$ cat config.mk
export PLATFORM = sky130hd
export DESIGN_NAME = tanh_seq
export DESIGN_NICKNAME = d
export VERILOG_FILES = /design/src/rtl/activate_pkg.sv /design/src/rtl/tanh_seq_tanh.sv /design/src/rtl/tanh_seq.sv
export SDC_FILE = /design/constraint.sdc
export NUM_CORES = 2
export LEC_CHECK = 0
export BUFFER_PORTS_ARGS = -buffer_cell sky130_fd_sc_hd__buf_2
export CAP_MARGIN = 15
export CORE_AREA = 2 2 507 509
export CTS_BUF_LIST = sky130_fd_sc_hd__clkbuf_4 sky130_fd_sc_hd__clkbuf_8 sky130_fd_sc_hd__clkbuf_16
export DETAILED_ROUTE_END_ITERATION = 12
export DIE_AREA = 0 0 509 511
export GPL_TIMING_DRIVEN = 0
export PLACE_DENSITY_LB_ADDON = 0.12
export SETUP_SLACK_MARGIN = 0.2
export SLEW_MARGIN = 15
export SYNTH_ARGS = -nofsm -noshare
export SYNTH_HDL_FRONTEND = slang
export SYNTH_SLANG_ARGS = --single-unit
$ cat constraint.sdc
create_clock -name clk -period 8.05 [get_ports clk]
set_clock_uncertainty 0.05 [all_clocks]
set_input_delay 1.61 -clock clk [delete_from_list [all_inputs] [get_ports clk]]
set_output_delay 1.61 -clock clk [all_outputs]
set_load 0.05 [all_outputs]
$ cat src/rtl/activate_pkg.sv
// Shared types and helpers for the activation sequencers.
package activate_pkg;

  typedef enum logic [1:0] {
    IDLE = 2'b00,
    RUN  = 2'b01,
    DONE = 2'b10
  } state_t;

  function automatic int ceil_div(input int a, input int b);
    return (a + b - 1) / b;
  endfunction

endpackage

$ cat src/rtl/tanh_seq_tanh.sv
// Combinational fixed-point tanh: odd-symmetric piecewise-linear fit on |x|
// with FRAC fractional bits, saturating to +/-1.0 from |x| >= 3.0.
module Tanh #(
  parameter int BW_IN  = 32,
  parameter int BW_OUT = 32,
  parameter int FRAC   = 16
) (
  input  logic [BW_IN-1:0]  x_i,
  output logic [BW_OUT-1:0] y_o
);

  localparam logic [BW_IN-1:0] ONE    = BW_IN'(1) << FRAC;
  localparam logic [BW_IN-1:0] HALF   = ONE >> 1;
  localparam logic [BW_IN-1:0] TWO    = ONE << 1;
  localparam logic [BW_IN-1:0] THREE  = ONE + TWO;
  localparam logic [BW_IN-1:0] C_025  = ONE >> 2;
  localparam logic [BW_IN-1:0] C_0625 = (ONE >> 1) + (ONE >> 3);
  localparam logic [BW_IN-1:0] C_075  = (ONE >> 1) + (ONE >> 2);

  logic             neg;
  logic [BW_IN-1:0] mag;
  logic [BW_IN-1:0] ymag;
  logic [BW_IN-1:0] y_s;

  // Unsigned magnitude: the most negative input maps cleanly to 2^(BW_IN-1).
  always_comb begin
    neg = x_i[BW_IN-1];
    mag = neg ? (~x_i + BW_IN'(1)) : x_i;
    if (mag < HALF)       ymag = mag;
    else if (mag < ONE)   ymag = (mag >> 1) + C_025;
    else if (mag < TWO)   ymag = (mag >> 3) + C_0625;
    else if (mag < THREE) ymag = (mag >> 4) + C_075;
    else                  ymag = ONE;
    y_s = neg ? (~ymag + BW_IN'(1)) : ymag;
  end

  if (BW_OUT == BW_IN) begin : g_same
    assign y_o = y_s;
  end else if (BW_OUT < BW_IN) begin : g_trunc
    assign y_o = y_s[BW_OUT-1:0];
  end else begin : g_sext
    assign y_o = {{(BW_OUT-BW_IN){y_s[BW_IN-1]}}, y_s};
  end

endmodule

$ cat src/rtl/tanh_seq.sv
// Time-multiplexed vector tanh: LANES shared Tanh units walk the input vector
// one group per cycle; the packed result is held until downstream takes it.
//   state | meaning
//   IDLE  | waiting for a vector, in_ready high
//   RUN   | group grp goes through the Tanh lanes, results land in out_reg
//   DONE  | result_bus valid and stable until out_ready
module tanh_seq
  import activate_pkg::*;
#(
  parameter int INPUT_SIZE = 20,
  parameter int BW_IN      = 32,
  parameter int BW_OUT     = 32,
  parameter int LANES      = 4
) (
  input  logic                         clk,
  input  logic                         rst_n,
  input  logic                         in_valid,
  output logic                         in_ready,
  input  logic [INPUT_SIZE*BW_IN-1:0]  vector_bus,
  output logic                         out_valid,
  input  logic                         out_ready,
  output logic [INPUT_SIZE*BW_OUT-1:0] result_bus,
  output logic                         busy
);

  localparam int NUM_GROUPS = ceil_div(INPUT_SIZE, LANES);
  localparam int GW = (NUM_GROUPS > 1) ? $clog2(NUM_GROUPS) : 1;
  localparam logic [GW-1:0] LAST_GRP = GW'(NUM_GROUPS - 1);

  state_t                       state_q, state_d;
  logic [GW-1:0]                grp_q, grp_d;
  logic [INPUT_SIZE*BW_IN-1:0]  in_reg_q, in_reg_d;
  logic [INPUT_SIZE*BW_OUT-1:0] out_reg_q, out_reg_d;
  logic [INPUT_SIZE*BW_OUT-1:0] out_wb;
  logic [LANES-1:0][BW_IN-1:0]  lane_x;
  logic [LANES-1:0][BW_OUT-1:0] lane_y;
  logic                         last_grp;

  assign last_grp = (grp_q == LAST_GRP);

  always_ff @(posedge clk) begin
    if (!rst_n) begin
      state_q   <= IDLE;
      grp_q     <= '0;
      in_reg_q  <= '0;
      out_reg_q <= '0;
    end else begin
      state_q   <= state_d;
      grp_q     <= grp_d;
      in_reg_q  <= in_reg_d;
      out_reg_q <= out_reg_d;
    end
  end

  always_comb begin
    state_d = state_q;
    unique case (state_q)
      IDLE:    if (in_valid)  state_d = RUN;
      RUN:     if (last_grp)  state_d = DONE;
      DONE:    if (out_ready) state_d = IDLE;
      default: state_d = IDLE;
    endcase
  end

  always_comb begin
    grp_d     = grp_q;
    in_reg_d  = in_reg_q;
    out_reg_d = out_reg_q;
    unique case (state_q)
      IDLE: begin
        if (in_valid) begin
          in_reg_d = vector_bus;
          grp_d    = '0;
        end
      end
      RUN: begin
        out_reg_d = out_wb;
        grp_d     = last_grp ? '0 : grp_q + GW'(1);
      end
      default: ;
    endcase
  end

  always_comb begin
    in_ready  = 1'b0;
    out_valid = 1'b0;
    busy      = 1'b0;
    unique case (state_q)
      IDLE: in_ready = 1'b1;
      RUN:  busy = 1'b1;
      DONE: begin
        out_valid = 1'b1;
        busy      = 1'b1;
      end
      default: ;
    endcase
  end

  assign result_bus = out_reg_q;

  // Lane k sees element grp*LANES+k; lanes past the end of the vector get 0.
  for (genvar k = 0; k < LANES; k++) begin : g_lane
    logic [NUM_GROUPS-1:0][BW_IN-1:0] cand;
    for (genvar g = 0; g < NUM_GROUPS; g++) begin : g_cand
      localparam int E = g * LANES + k;
      if (E < INPUT_SIZE) begin : g_live
        assign cand[g] = in_reg_q[(INPUT_SIZE-1-E)*BW_IN +: BW_IN];
      end else begin : g_pad
        assign cand[g] = '0;
      end
    end
    assign lane_x[k] = cand[grp_q];

    Tanh #(
      .BW_IN (BW_IN),
      .BW_OUT(BW_OUT)
    ) u_tanh (
      .x_i(lane_x[k]),
      .y_o(lane_y[k])
    );
  end

  // Each result slot has exactly one (group, lane) owner, so padding lanes never write.
  for (genvar i = 0; i < INPUT_SIZE; i++) begin : g_wb
    localparam int G = i / LANES;
    localparam int K = i % LANES;
    assign out_wb[(INPUT_SIZE-1-i)*BW_OUT +: BW_OUT] =
      (grp_q == GW'(G)) ? lane_y[K] : out_reg_q[(INPUT_SIZE-1-i)*BW_OUT +: BW_OUT];
  end

endmodule

==> results.sh <==
export IMPL_fin_total_pwr_uw=20100
export IMPL_critPathMaxFanout=10
export IMPL_end_kind="flip-flop"
export IMPL_async_reset_ff_share_pct=0
export IMPL_critPathLaunchType="flip-flop"
export IMPL_antenna_found_initial=37
export IMPL_fin_crit_ns=7.72
export IMPL_die_y_um=511
export IMPL_drtIter0Drc=5764
export IMPL_track_usage_pct=29.9
export IMPL_drive_gt1_share_pct=24.3
export IMPL_area_sequential_um2=25700
export IMPL_dp_hpwl_um=329000
export IMPL_rows=186
export IMPL_tightest_slew_ns=1.33
export IMPL_vias_per_cell=5.14
export IMPL_relSlewSlack_pct=11.5
export IMPL_final_cell_count_no_fill=12300
export IMPL_arrival_ns=8.41
export IMPL_hold_violations=0
export IMPL_crit_end="result_bus[16]"
export IMPL_layout_setup_ws_ns=0.334
export IMPL_required_ns=8.74
export IMPL_worstReg2RegStart="grp_q[0]"
export IMPL_ys_ff_latch=1285
export IMPL_peakVddDrop_mv=0.233
export IMPL_dr_pass1_iters=6
export IMPL_hp_class="flip-flop to flip-flop"
export IMPL_synth_edf_count=0
export IMPL_cts_tree="yes"
export IMPL_critPathSlowestCell="o41ai_2"
export IMPL_worst_path_largest_cell_delay_ns=0.45
export IMPL_synth_avg_cell_area_um2=7.91
export IMPL_gp_congestion=1.04
export IMPL_synthesis_nets=7928
export IMPL_cts_buffers=154
export IMPL_synth_top_area_cell="dfxtp_1"
export IMPL_r2r_setup_slack_ns=0.33
export IMPL_synthToLayoutAreaGrowth_pct=33.2
export IMPL_finalSetupViolCount=0
export IMPL_cts_clk_slew_worst_paths_ns=0.06
export IMPL_multi_input_area_um2=30300
export IMPL_grt_remaining_overflow=0
export IMPL_fin_nets=9442
export IMPL_status="complete, no violations"
export IMPL_synth_seq_area_share_pct=44.8
export IMPL_yosysTopAreaCellShare_pct=44.8
export IMPL_cts_sinks=1285
export IMPL_htreeDepth=4
export IMPL_routedWlPerCell_um=32.9
export IMPL_antenna_left=0
export IMPL_first_global_vias=60500
export IMPL_powerDensity_nw_per_um2=263
export IMPL_power_leakage_uw=0.0318
export IMPL_fill_cells=28000
export IMPL_yosys_cell_types_count=99
export IMPL_cts_root_buf="clkbuf_16"
export IMPL_ctsHoldBuffers=0
export IMPL_final_max_slew_viol_count=0
export IMPL_r2r_end="result_bus[16]"
export IMPL_yosys_warnings=0
export IMPL_die_w_um=509
export IMPL_num_vias=63200
export IMPL_grt_max_degree=17
export IMPL_drc=0
export IMPL_drt_wl_total_um=405000
export IMPL_r2r_cells=29
export IMPL_netlist_instances=7256
export IMPL_post_place_ws_ns=-5.52
export IMPL_dieArea_um2=260000
export IMPL_clockBufferDepth=3
export IMPL_crit_type="flip-flop to flip-flop"
export IMPL_synthFlopType="dfxtp_1"
export IMPL_syn_area_um2=57400
export IMPL_initial_utilization_pct=22.5
export IMPL_io_buffers=1286
export IMPL_cap_violations=0
export IMPL_max_freq_mhz=130
export IMPL_pin_count=1287
export IMPL_cp_startpoint="grp_q[0]"
export IMPL_finalCritPeriodShare_pct=95.9
export IMPL_setup_tns_final_ns=0
export IMPL_synth_area_leaders="dfxtp_1 45%, nand2_1 11%, a21oi_1 8.6%"
export IMPL_clkLatencyLatePin_ns=0.86
export IMPL_rsz0062_at_grt="yes"
export IMPL_grt_pass1_wl_um=535000
export IMPL_cp_common_cell="buf_12"
export IMPL_core_area_um2=255000
export IMPL_dp_cells=12000
placed cells by master (no fill, tap or decap), drive strengths merged, types with 22 or more instances in the layout:
cell type  instances
mux2i            166
a21o             149
clkbuf           669
clkinv            39
o21ai            268
ha                28
nor3b             22
and2              27
xnor2             73
a22oi             86
nor3             131
inv               59
diode             22
o2bb2ai           23
dfxtp           1285
a211oi           123
a21oi            987
xor2              50
or2               24
nand4             35
nor2             641
a31oi             54
o31ai             37
mux2             114
buf             1470
o22ai             77
nor4              27
nand2           1695
nand3            141
o21a              31
Yosys cell counts (31+ instances only):
master       n
nand2_1   1685
dfxtp_1   1285
a21oi_1    986
nor2_1     641
clkbuf_1   445
o21ai_0    262
mux2i_1    166
a21o_1     149
nand3_1    140
nor3_1     131
a211oi_1   123
mux2_2     111
a22oi_1     86
o22ai_1     77
xnor2_1     72
a31oi_1     54
inv_1       51
xor2_1      50
buf_2       42
buf_1       38
o31ai_1     35
nand4_1     33
o21a_1      31
final cells by class:
type,instances,area share (%)
repair buffers,1358,9.61
plain buffers,555,3.92
well taps,3384,5.54
inverters,60,0.305
multi-input cells,5356,39.7
clock inverters,51,1.15
diodes,22,0.0720
flip-flops and latches,1285,33.7
clock buffers,227,6.07
metrics by stage:
step	util [%]	area [µm²]	hold WS [ns]
2_1_floorplan	-	57400	0.382
3_3_place_gp	26.6	68000	0.377
3_5_place_dp	26.9	68700	0.384
4_1_cts	29.7	75800	0.394
5_1_grt	29.9	76400	0.403
6_report	29.9	76400	0.388
power breakdown:
group	leakage [µW]	total [µW]	internal, µW	switching [µW]
combinational	0.0186	5630	1600	4030
sequential	0.0105	6910	6690	220
clock	0.00273	7570	4350	3210
critical path: cells and delay by family (launching register included):
kind,cells,cell delay [ns]
XOR/XNOR,1,0.25
buffers and inverters,16,3.92
multiplexers,1,0.31
flip-flops,1,0.38
AND/OR/NAND/NOR,3,0.63
AO/OA/AOI/OAI,7,1.74
adder cells (fa/ha/maj),1,0.29
kinds of logic after synthesis:
group	synth area share (%)
muxes	5.61
adders and majority gates	0.611
and+or+nand+nor	20.8
AOI/OAI and AO/OA	21.8
buffers and inverters	4.40
xor gates and xnor gates	1.89
DFF	44.8
worst min path at each step:
stage,startpoint,end,slack (ns),depth (start not counted)
CTS,result_bus[254],result_bus[254],0.39,2
floorplan,in_reg_q[49],in_reg_q[49],0.38,2
global placement,result_bus[120],result_bus[120],0.38,1
detailed placement,result_bus[630],result_bus[630],0.38,1
global route,result_bus[343],result_bus[343],0.40,1
finish,result_bus[248],result_bus[248],0.39,2
state kept, by name, summed over array words and instances (netlist names):
name,count
grp_q,3
result_bus,640
state_q,2
in_reg_q,640
per-layer routing:
layer	vias up	track usage, %	wire, µm
li1	28300	-	-
met1	31400	36.5	164000
met2	2935	50.4	192000
met3	599	5.70	28400
met4	9	13.8	20800
met5	-	0	179
what timing repair did:
| item | CTS | global route |
|---|---|---|
| setup endpoints to repair | 640 | 553 |
| pin swaps | 18 | 12 |
| buffers inserted | 31 | 14 |
| gates resized for setup | 319 | 115 |
Power figures use the tool's default switching activity.
